--- config.mk ---
export PLATFORM = sky130hd
export DESIGN_NAME = sha3_core_arbiter
export DESIGN_NICKNAME = d
export VERILOG_FILES = /design/src/rtl/sha3_core_arbiter.sv
export SDC_FILE = /design/constraint.sdc
export NUM_CORES = 1
export LEC_CHECK = 0
export ABC_AREA = 0
export ABC_CLOCK_PERIOD_IN_PS = 2620
export CORE_AREA = 2 2 66 68
export CTS_CLUSTER_DIAMETER = 30
export DETAILED_ROUTE_END_ITERATION = 8
export DIE_AREA = 0 0 68 70
export PLACE_DENSITY = 0.83
export SYNTH_ARGS = -nofsm -noshare
export SYNTH_HDL_FRONTEND = slang
export SYNTH_SLANG_ARGS = --single-unit
--- constraint.sdc ---
create_clock -name clk -period 2.62 [get_ports clk]
set_clock_uncertainty 0.05 [all_clocks]
set_input_delay 0.393 -clock clk [delete_from_list [all_inputs] [get_ports clk]]
set_output_delay 0.393 -clock clk [all_outputs]
set_load 0.1 [all_outputs]
--- src/rtl/sha3_core_arbiter.sv ---
// rtl/sha3_core_arbiter.sv - round-robin arbiter sharing one SHA3/SHAKE core between N requesters
module sha3_core_arbiter #(
   parameter int N    = 2,
   parameter int IDXW = 1,
   parameter int W    = 64
) (
   input  logic            clk,
   input  logic            rst,
   input  logic [N-1:0]    req,
   input  logic [N*11-1:0] req_outsize,
   input  logic [N-1:0]    req_done,
   output logic [N-1:0]    gnt,
   output logic [IDXW-1:0] owner,
   output logic            core_start,
   output logic [10:0]     core_outsize,
   input  logic            core_eo,
   input  logic            core_last,
   output logic            busy,
   output logic            err
);

   typedef enum logic [1:0] {
      S_IDLE     = 2'd0,
      S_GRANT    = 2'd1,
      S_RUN      = 2'd2,
      S_WAIT_REL = 2'd3
   } state_t;

   state_t          state;
   state_t          next_state;

   logic [IDXW-1:0] ptr;
   logic [IDXW-1:0] next_ptr;
   logic [11:0]     wcnt;
   logic [11:0]     wcnt_inc;
   logic [11:0]     expected;

   logic            sel_valid;
   logic            hi_valid;
   logic [IDXW-1:0] hi_idx;
   logic [IDXW-1:0] lo_idx;
   logic [IDXW-1:0] sel_idx;
   logic [N-1:0]    sel_onehot;
   logic [10:0]     sel_size;
   logic            own_req;
   logic            own_done;
   logic            release_job;

   logic [N-1:0]    gnt_d;
   logic            core_start_d;

   // Words the core must deliver: ceil(size/W), evaluated wide so size+W-1 cannot wrap.
   assign expected = 12'(({21'd0, core_outsize} + 32'(W - 1)) / 32'(W));
   assign wcnt_inc = wcnt + 12'd1;
   assign next_ptr = (owner == IDXW'(N - 1)) ? '0 : owner + IDXW'(1);

   // Round-robin pick: lowest set request at or above ptr, else lowest set request overall.
   always_comb begin
      sel_valid = 1'b0;
      hi_valid  = 1'b0;
      hi_idx    = '0;
      lo_idx    = '0;
      for (int i = N - 1; i >= 0; i--) begin
         if (req[i]) begin
            sel_valid = 1'b1;
            lo_idx    = IDXW'(i);
            if (i >= int'(ptr)) begin
               hi_valid = 1'b1;
               hi_idx   = IDXW'(i);
            end
         end
      end
      sel_idx = hi_valid ? hi_idx : lo_idx;
   end

   // Per-index muxes: selected requester's size/one-hot and the current owner's req/done.
   always_comb begin
      sel_size   = '0;
      sel_onehot = '0;
      own_req    = 1'b0;
      own_done   = 1'b0;
      for (int i = 0; i < N; i++) begin
         if (IDXW'(i) == sel_idx) begin
            sel_size      = req_outsize[11*i +: 11];
            sel_onehot[i] = 1'b1;
         end
         if (IDXW'(i) == owner) begin
            own_req  = req[i];
            own_done = req_done[i];
         end
      end
   end

   // The owner frees the core either by pulsing done or by dropping its request.
   assign release_job = own_done | ~own_req;

   // State register.
   always_ff @(posedge clk or posedge rst) begin
      if (rst) begin
         state <= S_IDLE;
      end else begin
         state <= next_state;
      end
   end

   // Next-state logic; request changes outside IDLE/WAIT_REL have no effect on the job.
   always_comb begin
      next_state = state;
      case (state)
         S_IDLE: begin
            if (sel_valid) begin
               next_state = S_GRANT;
            end
         end
         S_GRANT: begin
            next_state = (core_outsize == 11'd0) ? S_WAIT_REL : S_RUN;
         end
         S_RUN: begin
            if (core_eo && core_last) begin
               next_state = S_WAIT_REL;
            end
         end
         S_WAIT_REL: begin
            if (release_job) begin
               next_state = S_IDLE;
            end
         end
         default: next_state = S_IDLE;
      endcase
   end

   // Output next-values; grant and start are decided in IDLE so they appear together in GRANT.
   always_comb begin
      gnt_d        = gnt;
      core_start_d = 1'b0;
      case (state)
         S_IDLE: begin
            if (sel_valid) begin
               gnt_d        = sel_onehot;
               core_start_d = (sel_size != 11'd0);
            end
         end
         S_WAIT_REL: begin
            if (release_job) begin
               gnt_d = '0;
            end
         end
         default: ;
      endcase
   end

   // Registered outputs so nothing combinational reaches gnt/core_start/busy.
   always_ff @(posedge clk or posedge rst) begin
      if (rst) begin
         gnt        <= '0;
         core_start <= 1'b0;
         busy       <= 1'b0;
      end else begin
         gnt        <= gnt_d;
         core_start <= core_start_d;
         busy       <= (next_state != S_IDLE);
      end
   end

   // Job datapath: owner/size latch, word counting, sticky error and pointer rotation.
   always_ff @(posedge clk or posedge rst) begin
      if (rst) begin
         owner        <= '0;
         core_outsize <= '0;
         ptr          <= '0;
         wcnt         <= '0;
         err          <= 1'b0;
      end else begin
         case (state)
            S_IDLE: begin
               if (sel_valid) begin
                  owner        <= sel_idx;
                  core_outsize <= sel_size;
               end
            end
            S_GRANT: begin
               wcnt <= '0;
               if (core_outsize == 11'd0) begin
                  err <= 1'b1;
               end
            end
            S_RUN: begin
               if (core_eo) begin
                  wcnt <= wcnt_inc;
                  if (core_last && (wcnt_inc != expected)) begin
                     err <= 1'b1;
                  end
                  if (!core_last && (wcnt_inc == expected)) begin
                     err <= 1'b1;
                  end
               end
            end
            S_WAIT_REL: begin
               if (release_job) begin
                  ptr <= next_ptr;
               end
            end
            default: ;
         endcase
      end
   end

endmodule
---- Word-level counts from Yosys, hierarchy flattened ----
Cells that the tools add are included.
word-level totals
  flip-flop bits (word level) ............. 32
  memories ................................ 0
  latch bits .............................. 0
  logic and storage cells ................. 71
  memory bits (writable) .................. 0
  bits in read-only memories .............. 0
cells by class
  bitwise gates (word level) .............. 2
  $lt $le $gt $ge ......................... 1
  equal/unequal tests ..................... 10
  multiply operators ...................... 0
  shift-type cells ........................ 0
  reduce and logical (&&, ||, !) cells .... 15
  add/subtract/negate cells ............... 3
  mux-type cells .......................... 31
  div/mod/pow operators ................... 0
operators with widths
  kind                   count
  $pmux 12 s2            1
  $mux 1                 20
  $add 11x6->12 const B  1
  $add 12x1->12 const B  1
  $eq 12x6->1            1
  $mux 12                1
  $ne 12x6->1            1
  $logic_not 11->1       1
  $mux 11                1
  $reduce_bool 11->1     1
  $mux 2                 5
  $ne 2x2->1 const B     4
  $pmux 2 s4             1
  $reduce_and 2->1       3
  $reduce_bool 2->1      3
  $eq 2x2->1 const B     2
  $pmux 2 s2             1
  $reduce_and 4->1       1
  $logic_and 1x1->1      3
  $ne 3x3->1 const B     1
  $reduce_and 3->1       1
  $eq 2x1->1 const B     1
  $logic_not 2->1        1
  $pmux 1 s2             1
  5 further kinds        5

---- Longest topological paths before layout ----
  word-level depth ........................ 8
  gate-level depth with buffers ........... 9
  mapped depth without buffers ............ 8

---- Worst setup path after synthesis ----
Ideal clock, no wire load.
  path type ............................... register to register
  start ................................... register core_outsize[3]
  end ..................................... register err
  path buffers ............................ 0
  cell stages (with the launch flop) ...... 8
  slack ................................... 0.165 ns
  arrival ................................. 2.276 ns
  required time ........................... 2.441 ns
  cells stage by stage .................... dfrtp_1 nor4_1 a21oi_1 or3_1 a32oi_1 nor4_2 xnor2_1 a21oi_1
between the ends
  cells in the longest elaborated chain, start to end .. 6
  elaborated cells between the ends (all ways) .. 12
  classes of those cells .................. 1 x add/sub; 4 x eq/ne; 3 x mux; 4 x reduce/logical
ends and longest elaborated chain
  item                      RTL line  RTL
  start: declaration        15        output logic [10:0] core_outsize,
  start signal: assignment  178       core_outsize <= sel_size;
  $add 11x6->12             53        assign expected = 12'(({21'd0, core_outsize} + 32'(W - 1)) / 32'(W));
  $eq 12x6->1               193       if (!core_last && (wcnt_inc == expected)) begin
  $logic_and 1x1->1         193
  $mux 1                    193
  $mux 1                    188       if (core_eo) begin
  $pmux 1 s2                174       case (state)
  end signal: assignment    172       err <= 1'b0;
  end signal: assignment    191       err <= 1'b1;
  end signal: assignment    194       err <= 1'b1;
  end: declaration          19        output logic err
Parallel ways exist; a longest one is shown, timed or not. The select of a mux whose other input is x is not followed.
A chain may end at the register's enable or synchronous reset.

---- Worst setup path after layout ----
  start ................................... register wcnt[1]
  end ..................................... register err
between the ends
  cells in the longest elaborated chain, start to end .. 6
  elaborated cells between the ends (all ways) .. 10
  classes of those cells .................. 1 x add/sub; 3 x eq/ne; 3 x mux; 3 x reduce/logical
ends and longest elaborated chain
  item                      RTL line  RTL
  start: declaration        34        logic [11:0] wcnt;
  start signal: assignment  189       wcnt <= wcnt_inc;
  $add 12x1->12 *           54        assign wcnt_inc = wcnt + 12'd1;
  $eq 12x6->1               193
  $logic_and 1x1->1         193
  $mux 1                    193
  $mux 1                    188
  $pmux 1 s2                174
Mark *: on every way between the ends. The rest lies on a longest branch, timed or not. The select of a mux whose other input is x is not followed.

==> impl_metrics.yaml <==
run_status:
  status: "complete, no violations"
global_route:
  grt_pass1_wl_um: 7810
  grt_pass1_vias: 1754
  grt.overflow.total: 0
  grt_usage_pct: 21.1
  grt_max_degree: 33
  antenna_found_initial: 0
drt:
  num_vias: 1828
  avgViaCountPerCell: 5.62
  drt_wl_total_um: 4590
  post_drt_wl_per_cell_um: 14.1
  drt.antenna.violating_nets: 0
  drt-pass1-iter-count: 4
  drt_iter0_drc: 111
  drc: 0
finish:
  final_common_cell: "dfrtp_1"
  instances_no_fill: 325
  fin_nets: 303
  num_antenna_cells: 0
  n_fill_cell: 370
  most-common-layout-cells: "dfrtp_1, nand2_1, o21ai_0, clkdlybuf4s50_1, buf_4"
  area_growth_pct: 29.3
  drive_above_1_share_pct: 13.9
sta:
  tightest_slew_ps: 484
  setup-tns-final_ps: 0
  max_freq_mhz: 422
  hold_viol: 0
  slew_headroom_pct: 67.4
  finalSetupViolCount: 0
  rsz0062_at_grt: "false"
  final.period_utilization_pct: 90.5
  fin_crit_ps: 2370
  slew_viol_final: 0
pwr:
  swShare_pct: 53.2
  p_switching_mw: 1.70
  clock_power_share_pct: 14.3
  peakVddDrop_mv: 0.868
  pwr-share-seq_pct: 26.4
  internal_power_mw: 1.50
  cellPowerDensity_nw_per_um2: 1250
  combPwrFrac_pct: 59.3
  p_leak_nw: 1.09
critical_path:
  reg2regPathDepth: 8
  cp-end-kind: "flip-flop"
  path_class: "reg2reg"
  path_cells: "ha_2 > nand3_1 > or4_1 > nand4_1 > a32oi_1 > nor4_2 > xnor2_1 > a21oi_1"
  arrival_ps: 2480
  cp.required_ps: 2730
  crit_fanout: 8
  critPathLaunchType: "flip-flop"
  crit_path_top_delay_cell: "dfrtp_1"
  critPathMaxStageDelay_ps: 460
clock_network:
  cts_tree: "yes"
  htree_levels: 2
  cts-buffers-inserted: 5
  cts_buffer_depth: 2
  root_buffer: "clkbuf_8"
  clock_latency_ps: 280
  hold_buffers: 0
  clk_pin_slew_ps: 70
  numClockSinks: 32
die:
  io_pins: 47
  die_h_um: 70
  die_area_um2: 4760
  initial_core_util_pct: 47.7
  core_um2: 4140
  rows: 24
  die_w_um: 68
yosys:
  synth.avg_cell_area_um2: 8.79
  synth_top_area_share_pct: 40.5
  syn_inst: 225
  synth_edf_count: 0
  syn_area_um2: 1980
  yosysWarnings: 0
  async_flop_share_pct: 100
  syn_nets: 256
  synthTopCellsByArea: "dfrtp_1, o21ai_0, mux2i_1"
  synth_seq_area_share_pct: 40.5
  yosys.cell_types.count: 51
  synth_top_cell_by_area: "dfrtp_1"
  synth-seq-cells: 32
  synth-main-ff-cell: "dfrtp_1"
job:
  drv_cap: 0
placement:
  port_buffers: 46
  dp_cells: 317
  gp_congestion: 0.850
  dpl.hpwl_um: 3450
min_path:
  hold_path_class: "in2async"
## cells in the mapped netlist (all sizes together), types with 2 or more instances
cell type,instances
a21oi,3
a211o,2
dfrtp,32
xnor2,10
and3,5
mux2i,14
nor4,8
nor2b,2
nor2,13
nand3,9
o31ai,3
nand4,7
inv,4
buf,4
xor2,3
and2,2
or4,2
clkbuf,8
o21a,2
nand2,31
nor3,7
o21ai,32
## kinds of logic after synthesis
| logic type | count (synthesis) | synth area share [%] |
|---|---|---|
| XOR/XNOR | 13 | 6.52 |
| AO/OA/AOI/OAI | 54 | 16.6 |
| AND/OR/NAND/NOR | 94 | 24.2 |
| buffers and inverters | 16 | 3.73 |
| flip-flops | 32 | 40.5 |
| adder cells (fa/ha/maj) | 1 | 0.633 |
| multiplexers | 15 | 7.85 |
## per-layer routing
| metal | global-route usage [%] | vias to the layer above | share of wire, % |
|---|---|---|---|
| li1 | - | 914 | - |
| met1 | 26.9 | 861 | 42 |
| met2 | 34.3 | 49 | 51 |
| met3 | 6.60 | 4 | 5.9 |
| met4 | 5.33 | 0 | 1.0 |
| met5 | 0 | - | 0 |
## what timing repair did
item | in CTS | in global routing
gates resized for setup | 0 | 1
setup endpoints to repair | 0 | 1
buffers inserted | 0 | 0
## worst max-delay path, delay by kind of cell (launching register included)
family,cells,cell delay [ps]
xor gates and xnor gates,1,160
adders and majority gates,1,320
AOI/OAI and AO/OA,2,200
DFF,1,460
and+or+nand+nor,4,1070
## registers in the layout, indices dropped and copies added, names as in the netlist
name and flops:
owner 1, state 2, core_start 1, busy 1
wcnt 12, gnt 2, err 1, ptr 1
core_outsize 11
## layout make-up
| cell class | instances | area, µm² | area share, % |
|---|---|---|---|
| timing repair buffer | 52 | 463 | 18.1 |
| clock buffer | 6 | 72.6 | 2.84 |
| sequential | 32 | 801 | 31.3 |
| inverter | 4 | 15.0 | 0.587 |
| clock inverter | 2 | 35.0 | 1.37 |
| tap | 52 | 65.1 | 2.55 |
| multi-input combinational | 177 | 1100 | 43.2 |
## worst paths after layout
kind | start | slack (ps) | to
max in group asynchronous | rst | 1770 | wcnt[2]$_DFFE_PP0P_
min in group clk | core_outsize[1]$_DFFE_PP0P_ | 460 | core_outsize[1]$_DFFE_PP0P_
min | rst | 460 | wcnt[6]$_DFFE_PP0P_
max reg2reg | wcnt[1]$_DFFE_PP0P_ | 250 | err$_DFFE_PP0P_
max | wcnt[1]$_DFFE_PP0P_ | 250 | err$_DFFE_PP0P_
min reg2reg | core_outsize[1]$_DFFE_PP0P_ | 460 | core_outsize[1]$_DFFE_PP0P_
## metrics by stage
step	util (%)	hold slack, ps	power, mW	cell area, µm²	worst slack [ps]
2_1_floorplan	-	442	2.34	1980	165
3_3_place_gp	59.0	439	2.73	2450	247
3_5_place_dp	59.0	453	2.76	2450	197
4_1_cts	61.6	468	3.23	2550	171
5_1_grt	61.7	491	3.40	2560	25.3
6_report	61.7	456	3.20	2560	249
## power groups by stage
| stage | registers (mW) | clock network, mW | logic [mW] |
|---|---|---|---|
| global placement | 0.847 | 0 | 1.88 |
| global route | 0.878 | 0.496 | 2.03 |
| floorplan | 1.64 | 0 | 0.705 |
| finish | 0.847 | 0.458 | 1.90 |
| detailed placement | 0.854 | 0 | 1.90 |
| CTS | 0.846 | 0.470 | 1.91 |
Note: power is estimated with default switching activity, not from simulation.
